--- src/rtl/pulse_generator_mc_if.sv ---
// pulse_generator_mc_if
//   Bundles the configuration, control and status signals of the
//   multi-channel pulse generator. The master side (the controller)
//   drives ena, cfg_*, start and stop. The slave side (the generator)
//   drives out, busy and done.
//   Parameters: N  = period / burst-count width
//               CH = number of channels
//               CW = channel-select width
interface pulse_generator_mc_if #(
  parameter int N  = 8,
  parameter int CH = 4,
  parameter int CW = (CH > 1) ? $clog2(CH) : 1
) ();
  logic          ena;
  logic          cfg_wr;
  logic [CW-1:0] cfg_ch;
  logic [1:0]    cfg_mode;
  logic [N-1:0]  cfg_ticks;
  logic [N-1:0]  cfg_count;
  logic [CH-1:0] start;
  logic [CH-1:0] stop;
  logic [CH-1:0] out;
  logic [CH-1:0] busy;
  logic [CH-1:0] done;

  modport master (
    output ena, cfg_wr, cfg_ch, cfg_mode, cfg_ticks, cfg_count, start, stop,
    input  out, busy, done
  );

  modport slave (
    input  ena, cfg_wr, cfg_ch, cfg_mode, cfg_ticks, cfg_count, start, stop,
    output out, busy, done
  );
endinterface

--- src/rtl/pulse_generator_mc.sv ---
// pulse_generator_mc
//   CH independent channels. Each channel emits one-cycle pulses on its
//   own programmable period, in one of three modes: PERIODIC
//   (free-running), ONESHOT (single delayed pulse) or BURST (fixed
//   number of pulses).
//   Ports:
//     clk   - system clock, all state updates on the rising edge
//     rst_n - asynchronous active-low reset
//     bus   - slave modport of pulse_generator_mc_if:
//               ena       global count enable
//               cfg_wr    configuration write strobe
//               cfg_ch    channel selected by cfg_wr
//               cfg_mode  0 OFF, 1 PERIODIC, 2 ONESHOT, 3 BURST
//               cfg_ticks period in cycles (0 means 2^N)
//               cfg_count BURST pulse count (0 treated as 1)
//               start     per-channel start or restart strobe
//               stop      per-channel stop strobe
//               out       per-channel one-cycle pulse (registered)
//               busy      channel running (registered)
//               done      final pulse of ONESHOT/BURST (registered)
module pulse_generator_mc #(
  parameter int N  = 8,
  parameter int CH = 4,
  parameter int CW = (CH > 1) ? $clog2(CH) : 1
) (
  input  logic                 clk,
  input  logic                 rst_n,
  pulse_generator_mc_if.slave  bus
);

  typedef enum logic {
    ST_IDLE,
    ST_RUN
  } state_e;

  typedef enum logic [1:0] {
    MODE_OFF      = 2'd0,
    MODE_PERIODIC = 2'd1,
    MODE_ONESHOT  = 2'd2,
    MODE_BURST    = 2'd3
  } mode_e;

  state_e       state_q [CH];
  state_e       state_d [CH];
  mode_e        mode_q  [CH];
  mode_e        mode_d  [CH];
  logic [N-1:0] ticks_q [CH];
  logic [N-1:0] ticks_d [CH];
  logic [N-1:0] count_q [CH];
  logic [N-1:0] count_d [CH];
  logic [N-1:0] cnt_q   [CH];
  logic [N-1:0] cnt_d   [CH];
  logic [N-1:0] rem_q   [CH];
  logic [N-1:0] rem_d   [CH];
  logic [CH-1:0] out_q, out_d;
  logic [CH-1:0] busy_q, busy_d;
  logic [CH-1:0] done_q, done_d;

  // Next-state logic for every channel. The if/else chain encodes the
  // event priority: cfg write, then stop, then start, then counting.
  always_comb begin
    for (int i = 0; i < CH; i++) begin
      state_d[i] = state_q[i];
      mode_d[i]  = mode_q[i];
      ticks_d[i] = ticks_q[i];
      count_d[i] = count_q[i];
      cnt_d[i]   = cnt_q[i];
      rem_d[i]   = rem_q[i];
      out_d[i]   = 1'b0;
      done_d[i]  = 1'b0;
      busy_d[i]  = 1'b0;

      if (bus.cfg_wr && (bus.cfg_ch == CW'(i))) begin
        mode_d[i]  = mode_e'(bus.cfg_mode);
        ticks_d[i] = bus.cfg_ticks;
        count_d[i] = bus.cfg_count;
        state_d[i] = ST_IDLE;
        cnt_d[i]   = '0;
      end else if (bus.stop[i]) begin
        state_d[i] = ST_IDLE;
        cnt_d[i]   = '0;
      end else if (bus.start[i]) begin
        if (mode_q[i] != MODE_OFF) begin
          state_d[i] = ST_RUN;
          cnt_d[i]   = '0;
          // ONESHOT behaves as a burst of one; a zero count means one.
          if ((mode_q[i] == MODE_BURST) && (count_q[i] != '0)) begin
            rem_d[i] = count_q[i];
          end else begin
            rem_d[i] = N'(1);
          end
        end
      end else if ((state_q[i] == ST_RUN) && bus.ena) begin
        // ticks-1 wraps in N bits, so ticks=0 yields a 2^N period.
        if (cnt_q[i] == (ticks_q[i] - N'(1))) begin
          cnt_d[i] = '0;
          out_d[i] = 1'b1;
          if (mode_q[i] != MODE_PERIODIC) begin
            rem_d[i] = rem_q[i] - N'(1);
            if (rem_q[i] == N'(1)) begin
              done_d[i]  = 1'b1;
              state_d[i] = ST_IDLE;
            end
          end
        end else begin
          cnt_d[i] = cnt_q[i] + N'(1);
        end
      end

      // The final pulse keeps busy high for its own cycle so that busy
      // drops one edge after the last out/done.
      busy_d[i] = (state_d[i] == ST_RUN) || done_d[i];
    end
  end

  // State registers for all channels, cleared asynchronously.
  always_ff @(posedge clk or negedge rst_n) begin
    if (!rst_n) begin
      for (int i = 0; i < CH; i++) begin
        state_q[i] <= ST_IDLE;
        mode_q[i]  <= MODE_OFF;
        ticks_q[i] <= '0;
        count_q[i] <= '0;
        cnt_q[i]   <= '0;
        rem_q[i]   <= '0;
      end
      out_q  <= '0;
      busy_q <= '0;
      done_q <= '0;
    end else begin
      for (int i = 0; i < CH; i++) begin
        state_q[i] <= state_d[i];
        mode_q[i]  <= mode_d[i];
        ticks_q[i] <= ticks_d[i];
        count_q[i] <= count_d[i];
        cnt_q[i]   <= cnt_d[i];
        rem_q[i]   <= rem_d[i];
      end
      out_q  <= out_d;
      busy_q <= busy_d;
      done_q <= done_d;
    end
  end

  assign bus.out  = out_q;
  assign bus.busy = busy_q;
  assign bus.done = done_q;

endmodule
--- src/flat_wrapper.sv ---
// flat-port wrapper written by rule: the top's interface ports become plain ports
module pulse_generator_mc_flat 
#(
  parameter int N  = 8,
  parameter int CH = 4,
  parameter int CW = (CH > 1) ? $clog2(CH) : 1
)
  (clk, rst_n, bus_ena, bus_cfg_wr, bus_cfg_ch, bus_cfg_mode, bus_cfg_ticks, bus_cfg_count, bus_start, bus_stop, bus_out, bus_busy, bus_done);
  pulse_generator_mc_if #(.N(N), .CH(CH), .CW(CW)) bus_i ();
  input  logic clk;
  input  logic rst_n;
  input wire logic [$bits(bus_i.ena)-1:0] bus_ena;
  input wire logic [$bits(bus_i.cfg_wr)-1:0] bus_cfg_wr;
  input wire logic [$bits(bus_i.cfg_ch)-1:0] bus_cfg_ch;
  input wire logic [$bits(bus_i.cfg_mode)-1:0] bus_cfg_mode;
  input wire logic [$bits(bus_i.cfg_ticks)-1:0] bus_cfg_ticks;
  input wire logic [$bits(bus_i.cfg_count)-1:0] bus_cfg_count;
  input wire logic [$bits(bus_i.start)-1:0] bus_start;
  input wire logic [$bits(bus_i.stop)-1:0] bus_stop;
  output wire logic [$bits(bus_i.out)-1:0] bus_out;
  output wire logic [$bits(bus_i.busy)-1:0] bus_busy;
  output wire logic [$bits(bus_i.done)-1:0] bus_done;
  assign bus_i.ena = bus_ena;
  assign bus_i.cfg_wr = bus_cfg_wr;
  assign bus_i.cfg_ch = bus_cfg_ch;
  assign bus_i.cfg_mode = bus_cfg_mode;
  assign bus_i.cfg_ticks = bus_cfg_ticks;
  assign bus_i.cfg_count = bus_cfg_count;
  assign bus_i.start = bus_start;
  assign bus_i.stop = bus_stop;
  assign bus_out = bus_i.out;
  assign bus_busy = bus_i.busy;
  assign bus_done = bus_i.done;
  pulse_generator_mc #(.N(N), .CH(CH), .CW(CW)) u_core (.clk(clk), .rst_n(rst_n), .bus(bus_i));
endmodule
--- config.mk ---
export PLATFORM = sky130hd
export DESIGN_NAME = pulse_generator_mc_flat
export DESIGN_NICKNAME = d
export VERILOG_FILES = /design/src/rtl/pulse_generator_mc_if.sv /design/src/rtl/pulse_generator_mc.sv /design/src/flat_wrapper.sv
export SDC_FILE = /design/constraint.sdc
export NUM_CORES = 1
export LEC_CHECK = 0
export BUFFER_PORTS_ARGS = -buffer_cell sky130_fd_sc_hd__clkbuf_2
export CORE_ASPECT_RATIO = 0.7
export CORE_MARGIN = 2
export CORE_UTILIZATION = 40
export CTS_BUF_LIST = sky130_fd_sc_hd__clkbuf_4 sky130_fd_sc_hd__clkbuf_8
export CTS_CLUSTER_DIAMETER = 120
export DETAILED_ROUTE_END_ITERATION = 10
export GPL_TIMING_DRIVEN = 0
export PLACE_DENSITY = 0.53
export SLEW_MARGIN = 15
export SYNTH_ARGS = -nofsm -noshare
export SYNTH_HDL_FRONTEND = slang
export SYNTH_SLANG_ARGS = --single-unit
export TNS_END_PERCENT = 30
--- constraint.sdc ---
create_clock -name clk -period 4.3 [get_ports clk]
set_input_delay 0.215 -clock clk [delete_from_list [all_inputs] [get_ports clk]]
set_output_delay 0.215 -clock clk [all_outputs]
set_load 0.05 [all_outputs]
### Word-level counts from Yosys, hierarchy flattened

Cells that the tools add are included.

* add/sub/neg operators: 12
* equal/unequal tests: 27
* mux-type cells: 128
* bitwise gates (word level): 8
* reductions and logical operators: 49

Operators by type and width (count)
* 8-bit 2-to-1 mux: 48
* 1-bit 2-to-1 mux: 80
* 8-bit by 1-bit subtractor with 8-bit output (second input constant): 8
* 8-bit by 1-bit adder with 8-bit output (second input constant): 4
* 8-bit by 1-bit equality test with 1-bit output (second input constant): 4
* 8-bit equality test: 4
* 2-bit nonzero test: 16
* 8-bit nonzero test: 4
* 6-bit AND reduction: 4
* 2-bit by 1-bit != test with 1-bit output (second input constant): 8
* 4-bit by 1-bit != test with 1-bit output (second input constant): 4
* 4-bit nonzero test: 4
* 2-bit equality test (second input constant): 6
* 1-bit logical AND: 12
* 1-bit inverter: 8
* 2-bit AND reduction: 4
* 1-bit logical OR: 4
* 2-bit by 1-bit equality test with 1-bit output (second input constant): 1
* 2-bit logical NOT: 1

* bits in registers: 152
* input port bits: 32
* output and inout bits: 12
* word-level logic and storage cells: 251

### Logic depth before layout (Yosys ltp)

Gate-level depths: netlist of the first run.

* word-level depth: 9
* mapped depth: 10
* depth with buffers taken out: 9

### Worst setup path after synthesis of the first run

No wires, ideal clock.

* kind: register to register
* start: register u_core.ticks_q[24] (netlist bit)
* end: register u_core.state_q[3] (netlist bit)
* arrival time: 2.400 ns
* data required time: 4.181 ns
* path slack: 1.781 ns
* stages on the path, launching flop included: 11
* buffers on the path: 1
* period minus slack after synthesis: 2.519 ns
* cell sequence: dfrtp_1 > inv_1 > ha_1 > nor3b_1 > xor2_1 > or3_4 > a2111oi_4 > buf_6 > and2_4 > nand4_1 > o21a_1

RTL lines
* start: declaration: RTL line pulse_generator_mc.sv:47 `logic [N-1:0] ticks_q [CH];`
* start signal: indexed assignment: RTL line pulse_generator_mc.sv:134 `ticks_q[i] <= ticks_d[i];`
* end signal: indexed assignment: RTL line pulse_generator_mc.sv:132 `state_q[i] <= state_d[i];`
* end: declaration: RTL line pulse_generator_mc.sv:43 `state_e state_q [CH];`

### Worst setup path after layout of the first run

* start: register u_core.ticks_q[3] (netlist bit)
* end: register u_core.rem_q[5] (netlist bit)

* longest elaborated chain between the ends: 4

RTL lines
* 8-bit by 1-bit subtractor with 8-bit output: RTL line pulse_generator_mc.sv:95 `if (cnt_q[i] == (ticks_q[i] - N'(1))) begin`
* 8-bit equality test: RTL line pulse_generator_mc.sv:95
* 2-bit nonzero test (no source line)
* 6-bit AND reduction (no source line)
* end signal: indexed assignment: RTL line pulse_generator_mc.sv:137 `rem_q[i] <= rem_d[i];`
* end: declaration: RTL line pulse_generator_mc.sv:53 `logic [N-1:0] rem_q [CH];`

Every way passes these cells.
A chain may end at the register's enable or synchronous reset.

==> summary.md, run 1 <==
| Metric | Value |
|---|---|
| TritonCTS clock tree | yes |
| Seq/Total Area, Yosys | 0.456 |
| Worst hold slack | about 0.10 ns |
| Worst Setup Start Kind | flop |
| PwrDens | 427 nW/um^2 |
| Worst path depth | 8 |
| Die span in x | 177 um |
| Clock Sinks | roughly 150 |
| Adder-cell area share of the yosys netlist | 0.0240 |
| Slew Viols, Final | 0 |
| Final ANT Viol Nets | 0 |
| RR Startpoint | u_core.ticks_q[3] |
| Setup ws final | between 1 and 1.5 ns |
| DRC Markers | 0 |
| CP max FO | 10 |
| IO Pins | 44 |
| Prevailing post-synth register cell | dfrtp_1 |
| Worst skew pair latency | ~0.46 ns |
| Post-synthesis instance area | 8350 um^2 |
| Worst path most repeated cell | buf_2 |
| Synth warn | 0 |
| Largest net degree at the start of global routing | 88 |
| Endpoint type of the worst setup path | flop |
| Crit-path max cell delay | around 0.62 ns |
| Unrepaired setup endpoints after global routing | no |
| Initial antenna violation count | 0 |
| Fmax | roughly 350 MHz |
| Site Rows | 44 |
| GRT Overall Usage | 0.194 |
| Final Total Pwr | ~4 mW |
| Area grow syn2layout | 12.5% |
| Total length of routed wires | 20.7 mm |
| Crit path DAT | about 3.2 ns |
| H-tree depth | 4 |
| Avg Inst Size Synth | slightly above 10 um^2 |
| DR iter-0 viols | 471 |
| Mapped Cells | 821 |
| N_diodes | 0 |
| Starting density of the core | 0.405 |
| Fin. Hold Viols | 0 |
| Final Core Density | 0.456 |
| Cell area after layout | between 9000 and 10,000 um^2 |
| Synth Area in XOR/XNOR | 0.0441 |
| CP endpoint | u_core.rem_q[5] |
| Via count | roughly 6,600 |
| # fillers | roughly 2,000 |
| DP Area | between 8000 and 9000 um^2 |
| Post-CTS resize count | 0 |
| Buf/Inv on CP | 2 |
| IO buf count | 40 |
| GRT Residual Overflow | 0 |
| Max cap viols | 0 |
| Die Area | approximately 22,000 um^2 |
| Async SR Flop Fraction | 1.00 |
| Clock skew | 0.0132 ns |
| Complex-gate fraction of the synthesized area | 0.146 |
| Setup_tns | 0 ns |
| Count of different cell masters after synthesis | 80 |
| Post-synthesis mux area share | 0.107 |
| Placed insts | between 1,000 and 1,500 |
| Critical path origin | u_core.ticks_q[3] |
| Synthesized Nets | between 800 and 900 |
| Clock buffer count from CTS | 17 |
| Pre-antenna DRT Iters | 5 |
| Hold Path Class | input port to flop |
| Slowest CP cell | nor4_2 |
| CTS clk-pin slew, worst paths | roughly 0.090 ns |
| Simple-Gate Fraction of Synth Area | 0.195 |
| Routed len/inst | 17.7 um |
| Largest family of logic cells by synthesized area | simple AND/OR/NAND/NOR gates |
| Core Region | a little over 20,000 um^2 |
| First-pass GRT wire length | between 30 and 40 mm |
| Max-Slew Margin vs Limit | 0.400 |
| Reg2reg path depth | 8 |
| Final count of negative-setup-slack endpoints | 0 |
| Largest delay share family, worst path | simple AND/OR/NAND/NOR gates |
| Worst-Margin Slew | 0.893 ns |
| Crit path time final | ~2.9 ns |
| Number of synthesized flops with an enable pin | 0 |
| Storage cell area | about 3800 um^2 |
| Seq cells post-synth | 152 |
| WS Path Type | flop to flop |
| Multi-input gate area | ~4300 um^2 |
| Crit path cell chain | buf_2 -> nor3_1 -> nand4_1 -> o211a_1 -> nor4_2 -> nand3_1 -> buf_2 -> o41ai_1 |
| Fin nets | 930 |
| Detail Placement HPWL | 15.2 mm |
| Vias in the first global route | between 6,000 and 7,000 |
| Via density per instance | around 5.7 |
| Die Span Y | approximately 120 um |
| Leak | between 3 and 4 nW |
| Status | finished, final reports clean |
| Reg2reg end | u_core.rem_q[5] |
| Tcrit/Tclk final | 0.669 |
| DP Worst Slack | 1.44 ns |
| Critical Path RT | ~4.6 ns |
| CTS root buf | clkbuf_8 |
| Reg2Reg Setup Slack | approximately 1.4 ns |
| Share of post-route cells with drive strength above 1 | 0.196 |
| Final Non-Filler Cells | 1,170 |
| Worst ir drop on vdd | approximately 0.27 mV |
| Worst-case clock buffer depth | 2 |
| RePlAce Congestion | roughly 0.83 |
-- kinds of logic after synthesis --
group | Yosys count
and+or+nand+nor | 302
AOI/OAI and AO/OA | 171
DFF | 152
muxes | 80
buffers and inverters | 58
xor gates and xnor gates | 42
adders and majority gates | 16
-- layout by cell type (no fill, tap or decap), types with 6 or more instances in the layout --
cell type and n:
o211ai_1 7, nor3_1 25, o21a_1 9, a211o_1 7, dfrtp_1 152, ha_1 16
a31oi_1 17, clkbuf_8 22, nand2_1 66, nand3b_1 10, xnor2_1 20, clkbuf_1 18
nor2b_1 13, clkbuf_2 39, a211oi_1 9, mux2_2 75, nand4_1 13, o21ai_0 34
and3_1 12, nor3b_1 7, nor2_1 49, nor4_1 16, xor2_1 22, a21oi_1 25
a32oi_1 6, nand2b_1 7, a22o_1 6, inv_1 32, nand3_1 46, or3_1 7
-- per-layer routing --
metal	global-route usage	wire, um	vias to the layer above
li1	-	-	3155
met3	0.0452	1150	26
met5	0	0	-
met4	0.0705	291	0
met2	0.287	9170	157
met1	0.277	10100	3301
-- sequential cells by signal, summed over array words and instances, names as in the netlist --
signal and cells:
u_core.bus.done 4, u_core.state_q 4, u_core.bus.busy 4, u_core.bus.out 4, u_core.mode_q 8, u_core.count_q 32, u_core.cnt_q 32, u_core.ticks_q 32
u_core.rem_q 32
-- worst register-to-register path, stage by stage, from the launching register on --
cell and delay, ns:
dfrtp_1 0.36, buf_2 0.16, nor3_1 0.41, nand4_1 0.16, o211a_1 0.16, nor4_2 0.62, nand3_1 0.30, buf_2 0.26
o41ai_1 0.32
-- worst min path at each step --
stage / startpoint / cells past startpoint / slack (ns) / to
6_report: bus_cfg_ticks[3] / 2 / 0.10 / u_core.ticks_q[11]
2_1_floorplan: rst_n / 0 / -0.08 / u_core.bus.busy[0]
3_5_place_dp: rst_n / 1 / 0.26 / u_core.rem_q[11]
5_1_grt: bus_stop[0] / 3 / 0.09 / u_core.bus.busy[0]
4_1_cts: bus_stop[0] / 3 / 0.06 / u_core.bus.busy[0]
3_3_place_gp: u_core.rem_q[7] / 1 / 0.50 / u_core.rem_q[7]
-- synthesized netlist by cell type (9+ instances only) --
library cell  instances  area share
nand3b_1             10      0.0090
o21a_1                9      0.0081
a21oi_1              25       0.015
xor2_1               22       0.023
inv_1                32       0.014
nor2_1               49       0.022
dfrtp_1             152        0.46
nor3_1               25       0.015
a31oi_1              17       0.013
a211oi_1              9      0.0081
xnor2_1              20       0.021
and3_1               12      0.0090
nand4_1              13      0.0097
o21ai_0              34       0.020
nor2b_1              13      0.0097
nand3_1              46       0.028
mux2_2               75        0.10
clkbuf_1             18      0.0081
ha_1                 16       0.024
nand2_1              66       0.030
nor4_1               16       0.012
-- timing repair --
| action | CTS | global route |
|---|---|---|
| buffers inserted | 0 | 0 |
| endpoints found under the hold margin | 65 | 0 |
| hold buffers | 1 | 0 |
-- power by group --
part / leakage [nW] / internal, mW / total [mW] / switching, mW
clock network: 0.226 / 0.711 / 1.25 / 0.544
logic: 1.85 / 0.402 / 0.882 / 0.480
registers: 1.85 / 1.64 / 1.87 / 0.229
total: 3.93 / 2.75 / 4.01 / 1.25
-- cell type report --
| cell class | instances | area share |
|---|---|---|
| Inverter | 33 | 0.0132 |
| Multi-Input combinational cell | 611 | 0.459 |
| Buffer | 25 | 0.0120 |
| Timing Repair Buffer | 42 | 0.0262 |
| Sequential cell | 152 | 0.405 |
| Tap cell | 276 | 0.0368 |
| Clock inverter | 7 | 0.0149 |
| Clock buffer | 24 | 0.0332 |
Power figures use the tool's default switching activity.
==> run 2, diff against run 1 <==
--- a/config.mk
+++ b/config.mk
@@ -5,6 +5,7 @@
 export SDC_FILE = /design/constraint.sdc
 export NUM_CORES = 1
 export LEC_CHECK = 0
+export ABC_AREA = 1
 export BUFFER_PORTS_ARGS = -buffer_cell sky130_fd_sc_hd__clkbuf_2
 export CORE_ASPECT_RATIO = 0.7
 export CORE_MARGIN = 2
==> constraint.sdc (replaced) <==
create_clock -name clk -period 2.68 [get_ports clk]
set_input_delay 0.134 -clock clk [delete_from_list [all_inputs] [get_ports clk]]
set_output_delay 0.134 -clock clk [all_outputs]
set_load 0.05 [all_outputs]
==> summary.md, run 2 <==
| Metric | Value |
|---|---|
| Status | finished, final reports clean (unchanged) |
| WS Path Type | flop to flop (unchanged) |
| Fmax | 496 MHz (was 348 MHz) |
| Core Region | 20,900 um^2 (was 20,600 um^2) |
| Setup_tns | 0 ns (unchanged) |
| Storage cell area | 3800 um^2 (unchanged) |
| IO buf count | 40 (unchanged) |
| Final count of negative-setup-slack endpoints | 0 (unchanged) |
| Max cap viols | 0 (unchanged) |
| Top cell type's share of synthesized area | 0.441 (was 0.456) |
| Multi-input gate area | 4120 um^2 (was 4310 um^2) |
| Initial antenna violation count | 0 (unchanged) |
| Worst skew pair latency | 0.46 ns (about the same) |
| Cell with the most instances after synthesis | nand2_1 (was dfrtp_1) |
| Reg2Reg Setup Slack | 0.67 ns (was 1.43 ns) |
| Mapped Cells | 1,127 (was 821) |
| Seq/Total Area, Yosys | 0.441 (was 0.456) |
| Slew Viols, Final | 0 (unchanged) |
| DR iter-0 viols | 424 (was 471) |
| Starting density of the core | 0.412 (was 0.405) |
| TritonCTS clock tree | yes (unchanged) |
| Synthesized Nets | 1,175 (was 869) |
| GRT Residual Overflow | 0 (unchanged) |
| Crit path DAT | 2.37 ns (was 3.21 ns) |
| Vias in the first global route | 6,894 (was 6,718) |
| Die Span Y | 127 um (was 125 um) |
| Detail Placement HPWL | 15.8 mm (was 15.2 mm) |
| Critical path origin | u_core.ticks_q[0] (was u_core.ticks_q[3]) |
| Die Area | 22,800 um^2 (was 22,100 um^2) |
| Post-synthesis instance area | 8620 um^2 (was 8350 um^2) |
| Pre-antenna DRT Iters | 5 (unchanged) |
| Worst-case clock buffer depth | 2 (unchanged) |
| Via density per instance | 4.87 (was 5.67) |
| Max-Slew Margin vs Limit | 0.598 (was 0.400) |
| CTS clk-pin slew, worst paths | 0.09 ns (about the same) |
| N_diodes | 0 (unchanged) |
| Crit path time final | 2.01 ns (was 2.87 ns) |
| Total length of routed wires | 21.8 mm (was 20.7 mm) |
| Post-CTS resize count | 0 (unchanged) |
| Unrepaired setup endpoints after global routing | no (unchanged) |
| Area grow syn2layout | 13.8% (was 12.5%) |
| Post-synth top cells | nand2_1, dfrtp_1, inv_1 (was dfrtp_1, mux2_2, nand2_1) |
| Setup ws final | 0.665 ns (was 1.43 ns) |
| Die span in x | 179 um (was 177 um) |
| Synth warn | 0 (unchanged) |
| Async SR Flop Fraction | 1.00 (unchanged) |
| Count of different cell masters after synthesis | 40 (was 80) |
| Fin. Hold Viols | 0 (unchanged) |
| RePlAce Congestion | 0.824 (was 0.831) |
| RR Startpoint | u_core.ticks_q[0] (was u_core.ticks_q[3]) |
| GRT Overall Usage | 0.202 (was 0.194) |
| Commonest non-fill, non-tap cell in the layout | nand2_1 (was dfrtp_1) |
| Reg2reg end | u_core.rem_q[7] (was u_core.rem_q[5]) |
| Cell taking the most area after synthesis | dfrtp_1 (unchanged) |
| Worst hold slack | 0.0258 ns (was 0.104 ns) |
| Share of post-route cells with drive strength above 1 | 0.107 (was 0.196) |
| # fillers | 2,099 (was 1,993) |
| Worst-Margin Slew | 0.599 ns (was 0.893 ns) |
| DRC Markers | 0 (unchanged) |
| Most frequent cells in the layout | nand2_1, dfrtp_1, inv_1 (was dfrtp_1, mux2_2, nand2_1) |
| CTS root buf | clkbuf_8 (unchanged) |
| Endpoint type of the worst setup path | flop (unchanged) |
| DP Worst Slack | 0.679 ns (was 1.44 ns) |
| First-pass GRT wire length | 36.8 mm (was 33.7 mm) |
| Number of synthesized flops with an enable pin | 0 (unchanged) |
| Site Rows | 44 (unchanged) |
| IO Pins | 44 (unchanged) |
| Tcrit/Tclk final | 0.752 (was 0.669) |
| Leak | 4.85 nW (was 3.93 nW) |
| Seq cells post-synth | 152 (unchanged) |
| Avg Inst Size Synth | 7.65 um^2 (was 10.2 um^2) |
| Largest net degree at the start of global routing | 85 (was 88) |
| Reg2reg path depth | 12 (was 8) |
| Clock Sinks | 152 (unchanged) |
| Routed len/inst | 14.6 um (was 17.7 um) |
| Synth top area cells | dfrtp_1, nand2_1, o21ai_0, nand3_1, inv_1 (was dfrtp_1, mux2_2, nand2_1, nand3_1, ha_1) |
| Clock skew | 0.0133 ns (was 0.0132 ns) |
| Final ANT Viol Nets | 0 (unchanged) |
| Worst ir drop on vdd | 0.432 mV (was 0.273 mV) |
| Via count | 7,281 (was 6,639) |
| Critical Path RT | 3.03 ns (was 4.64 ns) |
| Prevailing post-synth register cell | dfrtp_1 (unchanged) |
| Hold Path Class | input port to flop (unchanged) |
| H-tree depth | 4 (unchanged) |
| CP max FO | 10 (unchanged) |
| Clock buffer count from CTS | 17 (unchanged) |
| Fin nets | 1,254 (was 930) |
| Worst Setup Start Kind | flop (unchanged) |
| PwrDens | 727 nW/um^2 (was 427 nW/um^2) |
| CP endpoint | u_core.rem_q[7] (was u_core.rem_q[5]) |
## run 2: stage by stage
step | utilization | power, mW | std cells | instance area (um^2)
4_1_cts | 0.469 | 7.18 | 1495 | 9810
3_5_place_dp | 0.440 | 5.25 | 1444 | 9200
2_1_floorplan | - | 4.69 | 1127 | 8620
5_1_grt | 0.469 | 7.72 | 1495 | 9810
3_3_place_gp | 0.438 | 5.23 | 1443 | 9170
6_report | 0.469 | 7.13 | 1495 | 9810
## run 2: layer usage
layer	GRT usage	share of wire	routed length, um	vias up
met1	0.321	0.56	12300	3365
met5	0	0	0	-
li1	-	-	-	3786
met4	0.0550	0.014	297	0
met2	0.273	0.39	8440	112
met3	0.0390	0.037	796	18
## run 2: power breakdown
| part | switching [mW] | internal (mW) | leakage, nW | total (mW) |
|---|---|---|---|---|
| sequential | 0.403 | 2.69 | 1.97 | 3.09 |
| clock | 0.943 | 0.938 | 0.207 | 1.88 |
| combinational | 1.34 | 0.821 | 2.67 | 2.16 |
## run 2: worst max-delay path, stage by stage (launching register included)
cell     delay (ns)
dfrtp_1        0.42
inv_1          0.15
ha_1           0.20
nand3_1        0.14
nor2_1         0.15
xor2_1         0.15
nand2_1        0.09
nor2_2         0.15
nand2_4        0.12
nand2_8        0.12
nand2_4        0.09
nand2_1        0.09
nand2_1        0.05
## run 2: worst min path at each step
stage	start	endpoint	slack (ns)	cells after the start
floorplan	rst_n	u_core.bus.busy[0]	-0.16	0
global placement	bus_cfg_mode[1]	u_core.mode_q[3]	0.38	3
detailed placement	rst_n	u_core.cnt_q[26]	0.20	1
CTS	bus_stop[1]	u_core.bus.out[1]	0.002	4
global route	bus_stop[1]	u_core.bus.out[1]	0.01	4
finish	bus_stop[1]	u_core.bus.out[1]	0.03	4
## run 2: layout make-up
type,count,area share
plain buffers,21,0.0110
clock buffers,18,0.0246
clock inverters,14,0.0176
inverters,157,0.0601
multi-input cells,797,0.420
flip-flops and latches,152,0.388
well taps,276,0.0352
repair buffers,60,0.0435
## run 2: cell families after synthesis
kind of cell | count (synthesis) | synth area share
and+or+nand+nor | 560 | 0.292
buffers and inverters | 178 | 0.0809
DFF | 152 | 0.441
AOI/OAI and AO/OA | 160 | 0.101
adders and majority gates | 16 | 0.0232
xor gates and xnor gates | 61 | 0.0620
## run 2: timing repair
item,in CTS,in global routing
endpoints found under the hold margin,97,0
hold buffers,19,0
buffers inserted,0,0
==> run 3, diff against run 2 <==
==> constraint.sdc (replaced) <==
create_clock -name clk -period 2 [get_ports clk]
set_input_delay 0.1 -clock clk [delete_from_list [all_inputs] [get_ports clk]]
set_output_delay 0.1 -clock clk [all_outputs]
set_load 0.05 [all_outputs]
==> summary.md, run 3 (synthesis gave the netlist of run 2 again) <==
| Metric | Value |
|---|---|
| Detail Placement HPWL | 15.8 mm (unchanged) |
| Reg2reg path depth | 12 (unchanged) |
| RR Startpoint | u_core.ticks_q[0] (unchanged) |
| DRT met1 WL | 12.3 mm (about the same) |
| Top Metal Used | met4 (unchanged) |
| Worst path most repeated cell | nand2_1 (unchanged) |
| Worst ir drop on vdd | 0.575 mV (was 0.432 mV) |
| Cell area after layout | 10,100 um^2 (was 9810 um^2) |
| Site Rows | 44 (unchanged) |
| Clock buffer count from CTS | 17 (unchanged) |
| Core Region | 20,900 um^2 (unchanged) |
| Routed wl met2 | 8.67 mm (was 8.44 mm) |
| Final Total Pwr | 9.68 mW (was 7.13 mW) |
| PwrDens | 961 nW/um^2 (was 727 nW/um^2) |
| First-pass GRT wire length | 36.8 mm (unchanged) |
| Status | finished, final reports clean (unchanged) |
| Routed len/inst | 14.6 um (about the same) |
| DP Worst Slack | -0.00124 ns (was 0.679 ns) |
| Buf/Inv on CP | 2 (was 1) |
| Setup ws final | 0.130 ns (was 0.665 ns) |
| H-tree depth | 4 (unchanged) |
| Worst Setup Start Kind | flop (unchanged) |
| Worst-Margin Slew | 0.601 ns (was 0.599 ns) |
| Crit path cell chain | inv_2 -> ha_2 -> nand3_2 -> nor2_2 -> xor2_1 -> nand2_1 -> nor2_4 -> nand2_4 -> nand2_8 -> buf_6 -> nand3_1 -> nand2_1 (was inv_1 -> ha_1 -> nand3_1 -> nor2_1 -> xor2_1 -> nand2_1 -> nor2_2 -> nand2_4 -> nand2_8 -> nand2_4 -> nand2_1 -> nand2_1) |
| Via count | 7,414 (was 7,281) |
| GRT Overall Usage | 0.202 (unchanged) |
| Crit path DAT | 2.26 ns (was 2.37 ns) |
| Min-delay src | bus_start[0] (was bus_stop[1]) |
| Most frequent cells in the layout | nand2_1, dfrtp_1, inv_1 (unchanged) |
| IO buf count | 40 (unchanged) |
| Reg2Reg Setup Slack | 0.13 ns (was 0.67 ns) |
| Critical Path RT | 2.39 ns (was 3.03 ns) |
| Reg2reg end | u_core.rem_q[4] (was u_core.rem_q[7]) |
| Placed insts | 1,444 (unchanged) |
| DRC Markers | 0 (unchanged) |
| Slowest CP cell | dfrtp_1 (unchanged) |
| Initial antenna violation count | 0 (unchanged) |
| Max cap viols | 0 (unchanged) |
| Final Non-Filler Cells | 1,513 (was 1,495) |
| Fmax | 535 MHz (was 496 MHz) |
| Clock skew | 0.0134 ns (was 0.0133 ns) |
| Clock Sinks | 152 (unchanged) |
| Starting density of the core | 0.412 (unchanged) |
| Fin nets | 1,272 (was 1,254) |
| End of the worst hold path | u_core.bus.busy[0] (was u_core.bus.out[1]) |
| Largest delay share family, worst path | simple AND/OR/NAND/NOR gates (unchanged) |
| Endpoint type of the worst setup path | flop (unchanged) |
| CTS root buf | clkbuf_8 (unchanged) |
| Final ANT Viol Nets | 0 (unchanged) |
| N_diodes | 0 (unchanged) |
| Slew Viols, Final | 0 (unchanged) |
| Die Area | 22,800 um^2 (unchanged) |
| Tcrit/Tclk final | 0.935 (was 0.752) |
| Final count of negative-setup-slack endpoints | 0 (unchanged) |
| DR iter-0 viols | 422 (was 424) |
| Die span in x | 179 um (unchanged) |
| Leak | 4.97 nW (was 4.85 nW) |
| Fin. Hold Viols | 0 (unchanged) |
| Via density per instance | 4.90 (was 4.87) |
| WS Path Type | flop to flop (unchanged) |
| Crit-path max cell delay | 0.43 ns (was 0.42 ns) |
| Vias in the first global route | 6,894 (unchanged) |
| Max-Slew Margin vs Limit | 0.597 (was 0.598) |
| Die Span Y | 127 um (unchanged) |
| CP max FO | 6 (was 10) |
| Unrepaired setup endpoints after global routing | yes (was no) |
| Largest net degree at the start of global routing | 85 (unchanged) |
| TritonCTS clock tree | yes (unchanged) |
| Min-Delay Path Depth | 3 (was 4) |
| CTS clk-pin slew, worst paths | 0.09 ns (about the same) |
| Crit path time final | 1.87 ns (was 2.01 ns) |
| Worst skew pair latency | 0.46 ns (about the same) |
| Pre-antenna DRT Iters | 8 (was 5) |
| Share of post-route cells with drive strength above 1 | 0.134 (was 0.107) |
| IO Pins | 44 (unchanged) |
| GRT Residual Overflow | 0 (unchanged) |
| Met3 WL | 855 um (was 796 um) |
| Total length of routed wires | 22.1 mm (was 21.8 mm) |
| Area grow syn2layout | 16.8% (was 13.8%) |
| Hold Path Class | input port to flop (unchanged) |
| Commonest non-fill, non-tap cell in the layout | nand2_1 (unchanged) |
| RePlAce Congestion | 0.824 (unchanged) |
| Worst-case clock buffer depth | 2 (unchanged) |
| DP Area | 9200 um^2 (unchanged) |
run 3: cell types whose count changed in the layout (fill, tap and decap cells not counted), moves of 3 or more:
cell     delta
buf_4      +13
nand3_1     -4
nand2_4     +5
ha_2        +3
inv_1       -5
inv_2       +5
nand3_2     +3
nand2_2     -4
ha_1        -4
run 3: worst max-delay path by stage:
stage | slack [ns] | startpoint | end | cells past startpoint
after floorplan | 0.30 | u_core.ticks_q[24] | u_core.rem_q[27] | 12
after global placement | -2.06 | rst_n | u_core.state_q[0] | 1
after detailed placement | -0.001 | u_core.ticks_q[24] | u_core.rem_q[24] | 13
after CTS | 0.01 | u_core.ticks_q[8] | u_core.rem_q[10] | 13
after global routing | -0.02 | u_core.ticks_q[24] | u_core.rem_q[24] | 12
final | 0.13 | u_core.ticks_q[0] | u_core.rem_q[4] | 12
run 3: cell type report:
cell class | instances | area, um^2
fill | 2081 | 10800
multi-input combinational | 797 | 4220
sequential | 152 | 3800
inverter | 157 | 589
timing repair buffer | 78 | 587
tap | 276 | 345
clock buffer | 18 | 241
clock inverter | 14 | 173
buffer | 21 | 108
run 3: where the power goes:
group / switching (mW) / internal (mW)
clock: 1.26 / 1.26
combinational: 1.84 / 1.17
sequential: 0.539 / 3.61
total: 3.64 / 6.03
run 3: what timing repair did:
item | CTS | global route
buffers inserted | 0 | 15
cloned | 0 | 1
hold endpoints to repair | 120 | 0
setup endpoints to repair | 9 | 60
pin swaps | 0 | 9
hold buffers | 21 | 0
gates resized for setup | 2 | 32
run 3: worst min-delay path, stage by stage:
cell      delay [ns]
clkbuf_2        0.14
a21oi_1         0.16
nor2_1          0.06
run 3: metal layers:
metal  vias up  track usage
li1       3830            -
met1      3435        0.321
met2       136        0.273
met3        13       0.0390
met4         0       0.0550
met5         -            0
run 3: through the flow:
stage          hold WS [ns]  setup TNS (ns)  utilization
6_report             0.0384               0        0.481
5_1_grt              0.0428          -0.107        0.481
4_1_cts             0.00607               0        0.470
3_5_place_dp          0.166        -0.00124        0.440
3_3_place_gp          0.349         -309.94        0.438
2_1_floorplan        -0.196               0            -
